<file path="src/rtl/rsv_station_pkg.sv">
// Shared types for the reservation station: op fields, entry layout and helpers.
// RSV_CAPACITY sets the entry count; RSV_WAKEUP_EN adds per-source readiness bits.
`ifndef RSV_CAPACITY
`define RSV_CAPACITY 8
`endif

package rsv_station_pkg;

   localparam int CAP    = `RSV_CAPACITY;
   localparam int ID_W   = $clog2(CAP);
   localparam int OCC_W  = $clog2(CAP) + 1;

   typedef logic [ID_W-1:0] RsvID_t;
   typedef logic [5:0]      VRegIdx_t;
   typedef logic [31:0]     Word_t;

   typedef enum logic [3:0] {
      FC_ADD, FC_SUB, FC_AND, FC_OR, FC_XOR, FC_SLL, FC_LD, FC_ST
   } FuncCode_t;

   typedef enum logic [1:0] {
      FU_ALU, FU_MUL, FU_MEM, FU_BR
   } FuncUnitType_t;

   typedef struct packed {
      FuncCode_t     op;
      FuncUnitType_t fut;
      VRegIdx_t      ra;
      VRegIdx_t      rb;
      VRegIdx_t      rc;
      logic          rat;
      logic          rbt;
      logic          rct;
      Word_t         imm;
      VRegIdx_t      rd;
      logic          rdt;
      logic          rdValid;
`ifdef RSV_WAKEUP_EN
      logic          rdyA;
      logic          rdyB;
      logic          rdyC;
`endif
   } RsvEntry_t;

   function automatic logic [OCC_W-1:0] popcount(input logic [CAP-1:0] v);
      logic [OCC_W-1:0] cnt;
      cnt = '0;
      for (int i = 0; i < CAP; i++) begin
         cnt = cnt + OCC_W'(v[i]);
      end
      return cnt;
   endfunction

endpackage

</file>
<file path="src/rtl/rsv_station_free_finder.sv">
// Priority encoder over the free-entry vector: lowest free index plus an any-free flag.
module rsv_free_finder
   import rsv_station_pkg::*;
(
   input  logic [CAP-1:0] i_free,
   output RsvID_t         o_idx,
   output logic           o_any
);

   // Scan from the top down so the lowest set bit is the last one written.
   always_comb begin
      o_idx = '0;
      o_any = 1'b0;
      for (int i = CAP - 1; i >= 0; i--) begin
         if (i_free[i]) begin
            o_idx = RsvID_t'(i);
            o_any = 1'b1;
         end
      end
   end

endmodule

</file>
<file path="src/rtl/rsv_station.sv">
// Reservation station: holds decoded ops until the dispatcher acks them.
// Build options: RSV_CAPACITY (entry count), RSV_WAKEUP_EN (operand readiness tracking).
module rsv_station
   import rsv_station_pkg::*;
(
   input  logic          clk,
   input  logic          rst,
   input  logic          flush,
   input  logic          allocValid,
   output logic          allocReady,
   input  FuncCode_t     allocOp,
   input  FuncUnitType_t allocFut,
   input  VRegIdx_t      allocRa,
   input  VRegIdx_t      allocRb,
   input  VRegIdx_t      allocRc,
   input  logic          allocRat,
   input  logic          allocRbt,
   input  logic          allocRct,
   input  logic          allocRaUse,
   input  logic          allocRbUse,
   input  logic          allocRcUse,
   input  Word_t         allocImm,
   input  VRegIdx_t      allocRd,
   input  logic          allocRdt,
   input  logic          allocRdValid,
   output logic [CAP-1:0] opValid,
   output FuncCode_t     opIn         [CAP],
   output FuncUnitType_t funcUnitType [CAP],
   output VRegIdx_t      ra           [CAP],
   output VRegIdx_t      rb           [CAP],
   output VRegIdx_t      rc           [CAP],
   output logic          rat          [CAP],
   output logic          rbt          [CAP],
   output logic          rct          [CAP],
   output Word_t         imm          [CAP],
   output VRegIdx_t      rd           [CAP],
   output logic          rdt          [CAP],
   output logic          rdValid      [CAP],
   input  logic [CAP-1:0] dispatchAck,
   output logic [OCC_W-1:0] occupancy,
   input  logic          wbValid,
   input  VRegIdx_t      wbReg,
   input  logic          wbType
);

   logic [CAP-1:0] r_valid;
   RsvEntry_t      r_entry [CAP];

   RsvID_t         w_idx;
   logic           w_any_free;
   logic           w_fire;
   logic [CAP-1:0] w_fire_vec;
   RsvEntry_t      w_new;

   rsv_free_finder u_free_finder (
      .i_free (~r_valid),
      .o_idx  (w_idx),
      .o_any  (w_any_free)
   );

   assign allocReady = w_any_free;
   assign w_fire     = allocValid & w_any_free;
   assign w_fire_vec = w_fire ? (CAP'(1) << w_idx) : '0;
   assign occupancy  = popcount(r_valid);

`ifdef RSV_WAKEUP_EN
   function automatic logic wb_hit(input VRegIdx_t r, input logic t);
      return wbValid && (wbReg == r) && (wbType == t);
   endfunction
`endif

   always_comb begin
      w_new.op      = allocOp;
      w_new.fut     = allocFut;
      w_new.ra      = allocRa;
      w_new.rb      = allocRb;
      w_new.rc      = allocRc;
      w_new.rat     = allocRat;
      w_new.rbt     = allocRbt;
      w_new.rct     = allocRct;
      w_new.imm     = allocImm;
      w_new.rd      = allocRd;
      w_new.rdt     = allocRdt;
      w_new.rdValid = allocRdValid;
`ifdef RSV_WAKEUP_EN
      // A writeback in the allocating cycle would otherwise be missed by the entry.
      w_new.rdyA    = !allocRaUse || wb_hit(allocRa, allocRat);
      w_new.rdyB    = !allocRbUse || wb_hit(allocRb, allocRbt);
      w_new.rdyC    = !allocRcUse || wb_hit(allocRc, allocRct);
`endif
   end

   // Valid bits: ack clears, alloc sets; an ack on a free slot never masks a new alloc.
   always_ff @(posedge clk) begin
      if (rst || flush) begin
         r_valid <= '0;
      end else begin
         r_valid <= (r_valid & ~(dispatchAck & r_valid)) | w_fire_vec;
         assert ((dispatchAck & ~r_valid) == '0);
         assert ($onehot0(dispatchAck));
      end
   end

   // Payload is don't-care while invalid, so it carries no reset.
   always_ff @(posedge clk) begin
      for (int i = 0; i < CAP; i++) begin
         if (w_fire_vec[i]) begin
            r_entry[i] <= w_new;
         end
`ifdef RSV_WAKEUP_EN
         else begin
            if (wb_hit(r_entry[i].ra, r_entry[i].rat)) r_entry[i].rdyA <= 1'b1;
            if (wb_hit(r_entry[i].rb, r_entry[i].rbt)) r_entry[i].rdyB <= 1'b1;
            if (wb_hit(r_entry[i].rc, r_entry[i].rct)) r_entry[i].rdyC <= 1'b1;
         end
`endif
      end
   end

   for (genvar gi = 0; gi < CAP; gi++) begin : g_out
`ifdef RSV_WAKEUP_EN
      assign opValid[gi] = r_valid[gi] & r_entry[gi].rdyA & r_entry[gi].rdyB & r_entry[gi].rdyC;
`else
      assign opValid[gi] = r_valid[gi];
`endif
      assign opIn[gi]         = r_entry[gi].op;
      assign funcUnitType[gi] = r_entry[gi].fut;
      assign ra[gi]           = r_entry[gi].ra;
      assign rb[gi]           = r_entry[gi].rb;
      assign rc[gi]           = r_entry[gi].rc;
      assign rat[gi]          = r_entry[gi].rat;
      assign rbt[gi]          = r_entry[gi].rbt;
      assign rct[gi]          = r_entry[gi].rct;
      assign imm[gi]          = r_entry[gi].imm;
      assign rd[gi]           = r_entry[gi].rd;
      assign rdt[gi]          = r_entry[gi].rdt;
      assign rdValid[gi]      = r_entry[gi].rdValid;
   end

`ifndef RSV_WAKEUP_EN
   logic w_unused;
   assign w_unused = ^{allocRaUse, allocRbUse, allocRcUse, wbValid, wbReg, wbType};
`endif

endmodule

</file>
<file path="config.mk">
export PLATFORM = sky130hd
export DESIGN_NAME = rsv_station
export DESIGN_NICKNAME = d
export VERILOG_FILES = /design/src/rtl/rsv_station_pkg.sv /design/src/rtl/rsv_station_free_finder.sv /design/src/rtl/rsv_station.sv
export SDC_FILE = /design/constraint.sdc
export NUM_CORES = 1
export LEC_CHECK = 0
export CORE_AREA = 5 5 246 248
export DETAILED_ROUTE_END_ITERATION = 8
export DIE_AREA = 0 0 251 253
export GPL_ROUTABILITY_DRIVEN = 0
export HOLD_SLACK_MARGIN = 0.03
export PLACE_DENSITY = 0.63
export SLEW_MARGIN = 10
export SYNTH_ARGS = -nofsm -noshare
export SYNTH_HDL_FRONTEND = slang
export SYNTH_SLANG_ARGS = --single-unit
</file>
<file path="constraint.sdc">
create_clock -name clk -period 8.9 [get_ports clk]
set_input_delay 2.225 -clock clk [delete_from_list [all_inputs] [get_ports clk]]
set_output_delay 2.225 -clock clk [all_outputs]
set_load 0.01 [all_outputs]
</file>
[Word level (Yosys, flattened, before mapping)]
Memory sizes are Yosys's and may differ from the RTL's.
Cells that the tools add are included.
Storage, ports and cells
  bits in registers: 8
  bits in writable memories: 536
  output and inout port bits: 549
  logic and storage cells: 50
  memories: 1
Cells by class
  add/subtract/negate cells: 7
  shifts and indexed selects: 1
  multiplexer cells: 33
  bitwise operators: 6
  reductions and logical operators: 1
Memories
  r_entry: words 8, bits a word 67, rd ports 8, clocked after memory_dff 0, write ports 8, RTL line rsv_station.sv:47  | RsvEntry_t r_entry [CAP];
Operators by type and width (number)
  $mux 1: 24
  $mux 3: 8
  $add 4x1->4: 4
  $and 8x8->8: 2
  $not 8->8: 2
  $mux 8: 1
  $or 8x8->8: 1
  $shl 1x3->8 const A: 1
  $add 3x1->4: 1
  $add 2x1->3: 1
  $add 1x1->2: 1
  $and 1x1->1: 1
  $logic_or 1x1->1: 1

[Depth between registers and ports, before layout]
  word-level depth: 13
  mapped depth: 9
  gate-level depth less buffers: 9

[Modules after synthesis]
Synthesis repeated with hierarchy kept, for this count alone.
Unflattened totals
  cells, all modules: 609
  area, all modules: 16713.5 um2
Modules (own cells, without submodules)
  rsv_station: instances 1, cells an instance 596, area an instance 16633.5 um2, seq. area each 16255.6 um2
  rsv_free_finder: instances 1, cells an instance 13, area an instance 80.1 um2, seq. area each 0.0 um2

[Worst setup path before layout]
OpenSTA, ideal clock, no wires.
  path kind: input port to flip-flop
  start: input allocValid
  end: register r_valid[2] (netlist: opValid[2])
  arrival time: 7513 ps
  required time: 8822 ps
  setup slack: 1309 ps
  cell stages on the path: 3
  cells stage by stage: nand2_1 -> nor3_1 -> o21ba_2
Between the ends
  word-level cells in the longest chain between the ends: 3
Ends and longest elaborated chain
  start, declared: RTL line rsv_station.sv:9  | input logic allocValid,
  $and 1x1->1: RTL line rsv_station.sv:62  | assign w_fire = allocValid & w_any_free;
  $mux 8: RTL line rsv_station.sv:63  | assign w_fire_vec = w_fire ? (CAP'(1) << w_idx) : '0;
  via w_fire_vec[2]: RTL line rsv_station.sv:52  | logic [CAP-1:0] w_fire_vec;
  $or 8x8->8: RTL line rsv_station.sv:98  | r_valid <= (r_valid & ~(dispatchAck & r_valid)) | w_fire_vec;
  end signal, assigned: RTL line rsv_station.sv:98
  end, declared: RTL line rsv_station.sv:46  | logic [CAP-1:0] r_valid;
The timed path passes the listed nets, and every way through them passes these cells.
A chain may end at the register's enable or synchronous reset.

[Worst setup path after layout]
  start: register r_valid[0] (netlist: opValid[0])
  end: output occupancy[2]
Between the ends
  word-level cells in the longest chain between the ends: 7
Ends and longest elaborated chain
  $add 1x1->2: RTL line rsv_station_pkg.sv:49  | cnt = cnt + OCC_W'(v[i]);
  $add 2x1->3: RTL line rsv_station_pkg.sv:49
  $add 3x1->4: RTL line rsv_station_pkg.sv:49
  $add 4x1->4 (4 in a row): RTL line rsv_station_pkg.sv:49
  end, declared: RTL line rsv_station.sv:40  | output logic [OCC_W-1:0] occupancy,
Every way passes these cells.

==> results_dict.tcl <==
set metrics [dict create \
    run_status "finished, final reports clean" \
    htreeDepth 2 \
    cts_buffers 54 \
    rsz0062_at_grt "no" \
    critPathTopFamily "adder cells" \
    place.detailed.hpwl_mm 32.0 \
    synth_most_common_cell "edfxtp_1" \
    crit_type "flop to primary output" \
    fp.coreArea_um2 58200 \
    final-hold-violation-count 0 \
    synthFlopType "edfxtp_1" \
    dieArea_um2 63500 \
    p_int_w 0.00419 \
    final_max_slew_viol_count 0 \
    drive_gt1_share_pct 7.52 \
    dieHeight_um 253 \
    p_leak_nw 8.48 \
    timing.final.crit_share_pct 70.9 \
    startpoint "opValid[0]" \
    power_density_nw_per_um2 201 \
    crit_path_max_incr_delay_ns 0.58 \
    antenna_found_initial 1 \
    cp-end-kind "primary output" \
    clockPowerShare_pct 42.1 \
    yosys-top-cells-area "edfxtp_1 (96%), dfxtp_1 (0.96%), fa_1 (0.48%)" \
    post-cts-setup-buffers 0 \
    syn_area_per_cell_um2 27.5 \
    vias 8833 \
    yosysSeqAreaShare_pct 97.4 \
    cp_cell_sequence "inv_1 > fa_1 > fa_1 > fa_1 > inv_1 > ha_1 > inv_1 > fa_1 > xnor2_1 > clkdlybuf4s50_1" \
    swShare_pct 19.2 \
    worstPathRequired_ns 6.68 \
    postCtsHoldBufs 0 \
    wl_per_cell_um 22.8 \
    nFillCells 4932 \
    hold_path.class "flop to flop" \
    r2r_start "opValid[0]" \
    relSlewSlack_pct 49.4 \
    yosysUniqueCellTypes 28 \
    max-clock-path-buffers 3 \
    crit_top_cell "fa_1" \
    synth_top_area_share_pct 96.5 \
    arrival_ns 4.09 \
    dp_cells 2020 \
    cts_tree "done" \
    final_antenna_net_count 0 \
    grt_util_all_layers_pct 14.3 \
    power.switching_w 0.000997 \
    overflow 0 \
    viasPerCell 4.17 \
    fin_skew_ns 0.00963 \
    pwr-share-comb_pct 3.0 \
    ir_worst_vdd_mv 0.245 \
    insertion_delay_ns 0.58 \
    tightest_slew_ns 0.760 \
    start_util_pct 28.7 \
    row_count 89 \
    port_buffers 627 \
    grt_pass1_vias 8990 \
    synth_common_cells "edfxtp_1 (536), inv_1 (17), nor2_1 (9)" \
    ys_ff_latch 544 \
    yosysWarnings 0 \
    tns_ns 0 \
    timing.final.crit_period_ns 6.31 \
    drcViolationCount 0 \
    die_w_um 251 \
    diodes 0 \
    drt_iter0_drc 407 \
    postCtsResizedCells 0 \
    wirelength_mm 48.3 \
    syn2layout_area_growth_pct 54.5 \
    grt_max_degree 40 \
    cts_root_buf "clkbuf_16" \
    finalSetupViolCount 0 \
    synthArstFlopShare_pct 0 \
    cts.clk_slew.worst_paths_ns 0.06 \
    yosysTopAreaCell "edfxtp_1" \
    path_buf_inv 4 \
    io-pin-count 639 \
    synth_area_um2 16700 \
    grt_pass1_wl_mm 66.4 \
    start_kind "flop" \
    finalNonFillerCells 2116 \
    clock.fmax_mhz 158 \
    max_cap_violations 0 \
    crit_slowest_cell "fa_1" \
    synth_cells 607 \
    power_frac_seq_pct 54.9 \
    nNetsFinal 1400 \
    min_from "opValid[3]" \
    synth_fp_nets 704 \
    first_pass_iters 5 \
    cts_sinks 544 \
    crit_fanout 9 \
    synth_edf_count 536 \
]
==> power groups by stage <==
| stage | registers, W | clock network [W] | logic (W) |
|---|---|---|---|
| after floorplan | 0.00292 | 0 | 0.0000116 |
| after global placement | 0.00290 | 0 | 0.000155 |
| after detailed placement | 0.00291 | 0 | 0.000158 |
| after CTS | 0.00285 | 0.00225 | 0.000159 |
| after global routing | 0.00285 | 0.00235 | 0.000165 |
| final | 0.00285 | 0.00218 | 0.000156 |
==> sequential cells by signal, summed over array words and instances (netlist names) <==
name / flops
r_entry: 536
opValid: 8
==> metal layers <==
layer | vias to the layer above | share of wire (%) | GRT usage [%]
li1 | 3840 | - | -
met1 | 4510 | 38 | 16.9
met2 | 419 | 51 | 24.7
met3 | 64 | 8.7 | 5.30
met4 | 0 | 2.3 | 3.82
met5 | - | 0 | 0
==> kinds of logic after synthesis <==
family	synth area share (%)
and+or+nand+nor	0.750
AOI/OAI and AO/OA	0.667
DFF	97.4
buffers and inverters	0.405
xor gates and xnor gates	0.0525
adders and majority gates	0.705
==> per-stage QoR <==
stage / utilization (%) / setup slack [ns] / total power [W] / instance area (µm²) / hold WS, ns
2_1_floorplan: - / 1.31 / 0.00293 / 16700 / 0.567
3_3_place_gp: 41.3 / 3.24 / 0.00306 / 24100 / 0.558
3_5_place_dp: 41.3 / 3.23 / 0.00306 / 24100 / 0.580
4_1_cts: 44.3 / 2.54 / 0.00526 / 25800 / 0.591
5_1_grt: 44.3 / 2.42 / 0.00537 / 25800 / 0.631
6_report: 44.3 / 2.59 / 0.00519 / 25800 / 0.586
==> area by class of cell <==
class                           instances  area, µm²  share of cell area [%]
Inverter                               17       63.8                   0.247
Timing Repair Buffer                  641       6380                    24.7
Sequential cell                       544      16300                    63.0
Clock buffer                           69       1430                    5.54
Clock inverter                         27        280                    1.09
Multi-Input combinational cell         45        410                    1.59
Tap cell                              773        967                    3.75
==> worst reg2reg max path, delay by kind of cell (launching register included) <==
kind            cells  cell delay, ns
compound gates      2            0.58
buf+inv             3            1.31
flops               1            0.49
simple gates        1            0.13
==> cell usage in the layout, fill, tap and decap left out, drive strengths merged, types with 4 or more instances in the layout <==
master         instances
bufinv                 5
edfxtp               536
dfxtp                  8
a21oi                  4
clkinv                21
fa                     4
nor2                   9
buf                   14
clkbuf                69
inv                   18
clkdlybuf4s50        627
==> final timing paths <==
check	slack, ns	cells after the start	endpoint
worst max-delay path	2.59	10	occupancy[2]
worst min register to register	0.59	2	opValid[3]
worst max register to register	6.00	6	r_entry[5][26]
worst min-delay path	0.59	2	opValid[3]
No activity file was read; power rests on OpenSTA's default activity.
